$ cat src/rtl/serial_pattern_feeder.sv
// Parallel-to-serial feeder with valid/ready load, gapless back-to-back words and optional idle gap.
// Define SERIAL_FEEDER_PARITY_EN to append an even-parity bit after each word.
`timescale 1ns/1ps
module serial_pattern_feeder #(
   parameter int WIDTH      = 4,
   parameter int GAP_CYCLES = 0,
   parameter int MSB_FIRST  = 1
) (
   input  logic             clk,
   input  logic             reset,
   input  logic             load_valid,
   output logic             load_ready,
   input  logic [WIDTH-1:0] load_data,
   output logic             sout,
   output logic             sout_valid,
   output logic             sout_last,
   output logic             busy
);

   localparam int CW = $clog2(WIDTH + 2);
   localparam int GW = (GAP_CYCLES > 1) ? $clog2(GAP_CYCLES) : 1;
`ifdef SERIAL_FEEDER_PARITY_EN
   localparam int NBITS = WIDTH + 1;
   localparam logic [CW-1:0] DATA_LAST = CW'(WIDTH - 1);
`else
   localparam int NBITS = WIDTH;
`endif
   localparam logic [CW-1:0] LAST_CNT = CW'(NBITS - 1);
   localparam logic [GW-1:0] GAP_LAST = GW'((GAP_CYCLES > 0) ? GAP_CYCLES - 1 : 0);

   typedef enum logic [1:0] {S_IDLE, S_SHIFT, S_GAP} state_t;

   state_t           r_state, w_state_nxt;
   logic [WIDTH-1:0] r_shift, w_shift_nxt, w_shifted;
   logic [CW-1:0]    r_cnt, w_cnt_nxt;
   logic [GW-1:0]    r_gap, w_gap_nxt;
   logic             r_sout, w_sout_nxt;
   logic             r_valid, w_valid_nxt;
   logic             r_last, w_last_nxt;
   logic             r_busy, w_busy_nxt;
   logic             w_last_bit, w_accept, w_first_bit, w_next_bit;
`ifdef SERIAL_FEEDER_PARITY_EN
   logic             r_parity, w_parity_nxt;
`endif

   assign w_last_bit  = (r_cnt == LAST_CNT);
   assign load_ready  = (r_state == S_IDLE) ||
                        ((r_state == S_SHIFT) && w_last_bit && (GAP_CYCLES == 0));
   assign w_accept    = load_valid && load_ready;
   // The bit to emit next always sits at the outgoing end of the shift register.
   assign w_shifted   = (MSB_FIRST != 0) ? (r_shift << 1) : (r_shift >> 1);
   assign w_first_bit = (MSB_FIRST != 0) ? load_data[WIDTH-1] : load_data[0];
   assign w_next_bit  = (MSB_FIRST != 0) ? w_shifted[WIDTH-1] : w_shifted[0];

   always_comb begin
      w_state_nxt  = r_state;
      w_shift_nxt  = r_shift;
      w_cnt_nxt    = r_cnt;
      w_gap_nxt    = r_gap;
      w_sout_nxt   = 1'b0;
      w_valid_nxt  = 1'b0;
      w_last_nxt   = 1'b0;
`ifdef SERIAL_FEEDER_PARITY_EN
      w_parity_nxt = r_parity;
`endif
      case (r_state)
         S_IDLE: ;
         S_SHIFT: begin
            if (!w_last_bit) begin
               w_cnt_nxt   = r_cnt + 1'b1;
               w_shift_nxt = w_shifted;
               w_valid_nxt = 1'b1;
               w_sout_nxt  = w_next_bit;
               w_last_nxt  = ((r_cnt + 1'b1) == LAST_CNT);
`ifdef SERIAL_FEEDER_PARITY_EN
               if (r_cnt == DATA_LAST) w_sout_nxt = r_parity;
`endif
            end else if (GAP_CYCLES > 0) begin
               w_state_nxt = S_GAP;
               w_cnt_nxt   = '0;
               w_gap_nxt   = '0;
            end else begin
               w_state_nxt = S_IDLE;
               w_cnt_nxt   = '0;
            end
         end
         S_GAP: begin
            if (r_gap == GAP_LAST) begin
               w_state_nxt = S_IDLE;
               w_gap_nxt   = '0;
            end else begin
               w_gap_nxt = r_gap + 1'b1;
            end
         end
         default: w_state_nxt = S_IDLE;
      endcase
      // An accept (IDLE, or final bit when gapless) overrides the path chosen above.
      if (w_accept) begin
         w_state_nxt  = S_SHIFT;
         w_shift_nxt  = load_data;
         w_cnt_nxt    = '0;
         w_sout_nxt   = w_first_bit;
         w_valid_nxt  = 1'b1;
         w_last_nxt   = (NBITS == 1);
`ifdef SERIAL_FEEDER_PARITY_EN
         w_parity_nxt = ^load_data;
`endif
      end
      w_busy_nxt = (w_state_nxt != S_IDLE);
   end

   always_ff @(posedge clk or negedge reset) begin
      if (!reset) begin
         r_state  <= S_IDLE;
         r_shift  <= '0;
         r_cnt    <= '0;
         r_gap    <= '0;
         r_sout   <= 1'b0;
         r_valid  <= 1'b0;
         r_last   <= 1'b0;
         r_busy   <= 1'b0;
`ifdef SERIAL_FEEDER_PARITY_EN
         r_parity <= 1'b0;
`endif
      end else begin
         r_state  <= w_state_nxt;
         r_shift  <= w_shift_nxt;
         r_cnt    <= w_cnt_nxt;
         r_gap    <= w_gap_nxt;
         r_sout   <= w_sout_nxt;
         r_valid  <= w_valid_nxt;
         r_last   <= w_last_nxt;
         r_busy   <= w_busy_nxt;
`ifdef SERIAL_FEEDER_PARITY_EN
         r_parity <= w_parity_nxt;
`endif
      end
   end

   assign sout       = r_sout;
   assign sout_valid = r_valid;
   assign sout_last  = r_last;
   assign busy       = r_busy;

endmodule

$ cat config.mk
export PLATFORM = sky130hd
export DESIGN_NAME = serial_pattern_feeder
export DESIGN_NICKNAME = d
export VERILOG_FILES = /design/src/rtl/serial_pattern_feeder.sv
export SDC_FILE = /design/constraint.sdc
export NUM_CORES = 1
export LEC_CHECK = 0
export ABC_CLOCK_PERIOD_IN_PS = 3900
export BUFFER_PORTS_ARGS = -buffer_cell sky130_fd_sc_hd__buf_2
export CAP_MARGIN = 10
export CORE_AREA = 2 2 39 41
export CTS_CLUSTER_DIAMETER = 150
export DETAILED_ROUTE_END_ITERATION = 6
export DIE_AREA = 0 0 41 43
export PLACE_DENSITY_LB_ADDON = 0.1
export SETUP_SLACK_MARGIN = 0.3
export SKIP_LAST_GASP = 1
export SLEW_MARGIN = 0
export SYNTH_ARGS = -nofsm -noshare
export SYNTH_HDL_FRONTEND = slang
export SYNTH_SLANG_ARGS = --single-unit
$ cat constraint.sdc
create_clock -name clk -period 3.9 [get_ports clk]
set_input_delay 0.585 -clock clk [delete_from_list [all_inputs] [get_ports clk]]
set_output_delay 0.585 -clock clk [all_outputs]
set_load 0.01 [all_outputs]
==> impl_metrics.yaml <==
detailed_routing:
  wirelength_um: 946
  antenna_left: 0
  route.detailed.drc: 0
  via_per_inst: 5.08
  firstDrtPassIters: 4
  wire_per_inst_um: 12.0
  drtIter0Drc: 9
  dr_total_vias: 401
logic_synthesis:
  yosys.area_share.xor_xnor: 0
  ys.flop_type: "dfrtp_1"
  ys_top_cells_by_count: "12 x dfrtp_1, 6 x inv_1, 5 x nand2_1"
  syn_nets: 61
  yosysWarnings: 0
  yosys.cell_types.count: 20
  synth_compound_area_frac: 0.162
  synthMostInstantiatedCell: "dfrtp_1"
  seq_area_frac_synth: 0.541
  synth.area.mux_share: 0
  synth_top_cell_by_area: "dfrtp_1"
  synth_edf_count: 0
  synth_cells: 50
  ys_ff_latch: 12
  synth_top_family_by_area: "compound AO/OA/AOI/OAI gates"
  syn_area_per_cell_um2: 11.1
  ys_top_cells_by_area: "dfrtp_1 54%, ha_1 9.0%, o2bb2ai_1 4.7%"
  synth-simple-area-share: 0.151
  synthAdderAreaFrac: 0.0901
  async_flop_share: 1.00
  synth_top_area_share: 0.541
  synth_area_um2: 556
timing:
  hold_ws_ps: 176
  slew_violations: 0
  setup_tns_ps: 0
  setup_violations: 0
  clock.fmax_ghz: 0.454
  finalHoldViolations: 0
  period_needed_ps: 2200
  skew_ps: 1.65
  rsz0062_at_grt: "false"
  final.period_utilization: 0.565
pwr:
  ir_worst_vdd_v: 0.000187
  power_density_nw_per_um2: 410
  leakage_nw: 0.332
outcome:
  status: "finished, final reports clean"
global_routing:
  track_usage: 0.131
  antenna_found_initial: 0
  grt_pass1_vias: 385
  grt_pass1_wl_um: 1550
  grt_max_degree: 13
  grt_overflow: 0
floorplanning:
  die_area_um2: 1760
  core_um2: 1380
  initial_utilization: 0.401
  io_pins: 12
  rows: 14
  die_height_um: 43
  die_x_um: 41
placed_design:
  routabilityCongestion: 0.727
  io_buffers: 11
  dp_hpwl_um: 695
cells_and_area:
  nNetsFinal: 76
  layout-drive-gt1-share: 0.254
  area_growth_pct: 16.7
  diodes: 0
  fill_cells: 131
setup_path:
  worstPathMaxFanout: 6
  critPathKind: "reg -> out"
  worst_path_most_repeated_cell: "ha_1"
  cp_top_family: "adder cells"
  crit_arrival_ps: 1620
  required_ps: 3310
  cpPeakStageDelay_ps: 420
  crit_slowest_cell: "dfrtp_1"
  cp_cell_sequence: "ha_1 -> ha_1 -> and2b_4 -> nor2_1 -> buf_2"
  start_kind: "flip-flop"
  worst-path-buf-inv: 1
  endpoint_kind: "output pin"
clocking:
  cts_sinks: 12
  path_clk_slew_ps: 70
  clk_latency_ps: 270
  ctsRootBufferMaster: "clkbuf_4"
  cts_buffer_depth: 2
  cts_resized: 0
  cts_tree: "yes"
  cts_buffers: 3
  h-tree-depth: 1
  hold_buffers: 0
  cts_setup_buffers: 0
run:
  maxCapViolCount: 0
worst_hold_path:
  hold_class: "in -> async"
-- final timing paths --
| kind | cells past startpoint | to | slack [ps] | start |
|---|---|---|---|---|
| min in group clk | 1 | r_shift[1] | 490 | r_shift[1] |
| min | 1 | sout_last | 180 | reset |
| max reg2reg | 5 | r_shift[1] | 2370 | r_cnt[0] |
| max | 5 | load_ready | 1700 | r_cnt[0] |
| max in group asynchronous | 1 | r_state[0] | 3520 | reset |
| min reg2reg | 1 | r_shift[1] | 490 | r_shift[1] |
-- final cells by class --
type | count | area (um^2) | share of cell area
well taps | 16 | 20.0 | 0.0309
clock buffers | 3 | 22.5 | 0.0347
multi-input cells | 31 | 228 | 0.351
inverters | 6 | 22.5 | 0.0347
flip-flops and latches | 12 | 300 | 0.463
repair buffers | 11 | 55.1 | 0.0849
-- cell families (layout without fill, tap and decap cells) --
| logic type | after synthesis | after routing |
|---|---|---|
| and+or+nand+nor | 15 | 15 |
| DFF | 12 | 12 |
| AOI/OAI and AO/OA | 11 | 11 |
| buffers and inverters | 7 | 20 |
| adders and majority gates | 4 | 4 |
| other | 1 | 1 |
-- routing by layer --
layer | GRT usage | wire length [um]
met2 | 0.178 | 442
met1 | 0.182 | 447
met5 | 0 | 0
met3 | 0.0471 | 45
met4 | 0.0600 | 10
-- sequential cells by signal, summed over array words and instances, names as in the netlist --
name	cells
r_cnt	3
r_shift	3
r_state	2
busy	1
sout	1
sout_last	1
sout_valid	1
-- per-stage QoR --
step	std cells	util	worst slack, ps	area [um^2]	power [mW]
after CTS	79	0.468	1690	648	0.270
after detailed placement	76	0.452	2010	626	0.194
final	79	0.468	1700	648	0.266
after global placement	76	0.452	2030	626	0.194
after floorplan	50	-	2170	556	0.178
after global routing	79	0.468	1620	648	0.285
-- worst reg2reg max path: cells and delay by family, from the launching register on --
family | cells | cell delay, ps
AOI/OAI and AO/OA | 2 | 290
adders and majority gates | 2 | 470
DFF | 1 | 420
and+or+nand+nor | 1 | 240
-- report_power, final --
part,total (mW),switching (mW),internal (mW),leakage [nW]
combinational,0.0445,0.0235,0.0210,0.163
clock,0.0741,0.0384,0.0357,0.0138
sequential,0.147,0.00948,0.138,0.155
-- layout by cell type, fill, tap and decap left out, types with 2 or more instances in the layout --
cell type / n
dfrtp_1: 12
o21ai_1: 2
and3b_1: 2
clkbuf_4: 3
inv_1: 6
o2bb2ai_1: 3
buf_2: 11
a31oi_1: 2
nand3_1: 2
nand2b_1: 2
nand2_1: 5
ha_1: 4
Power figures use the tool's default switching activity.
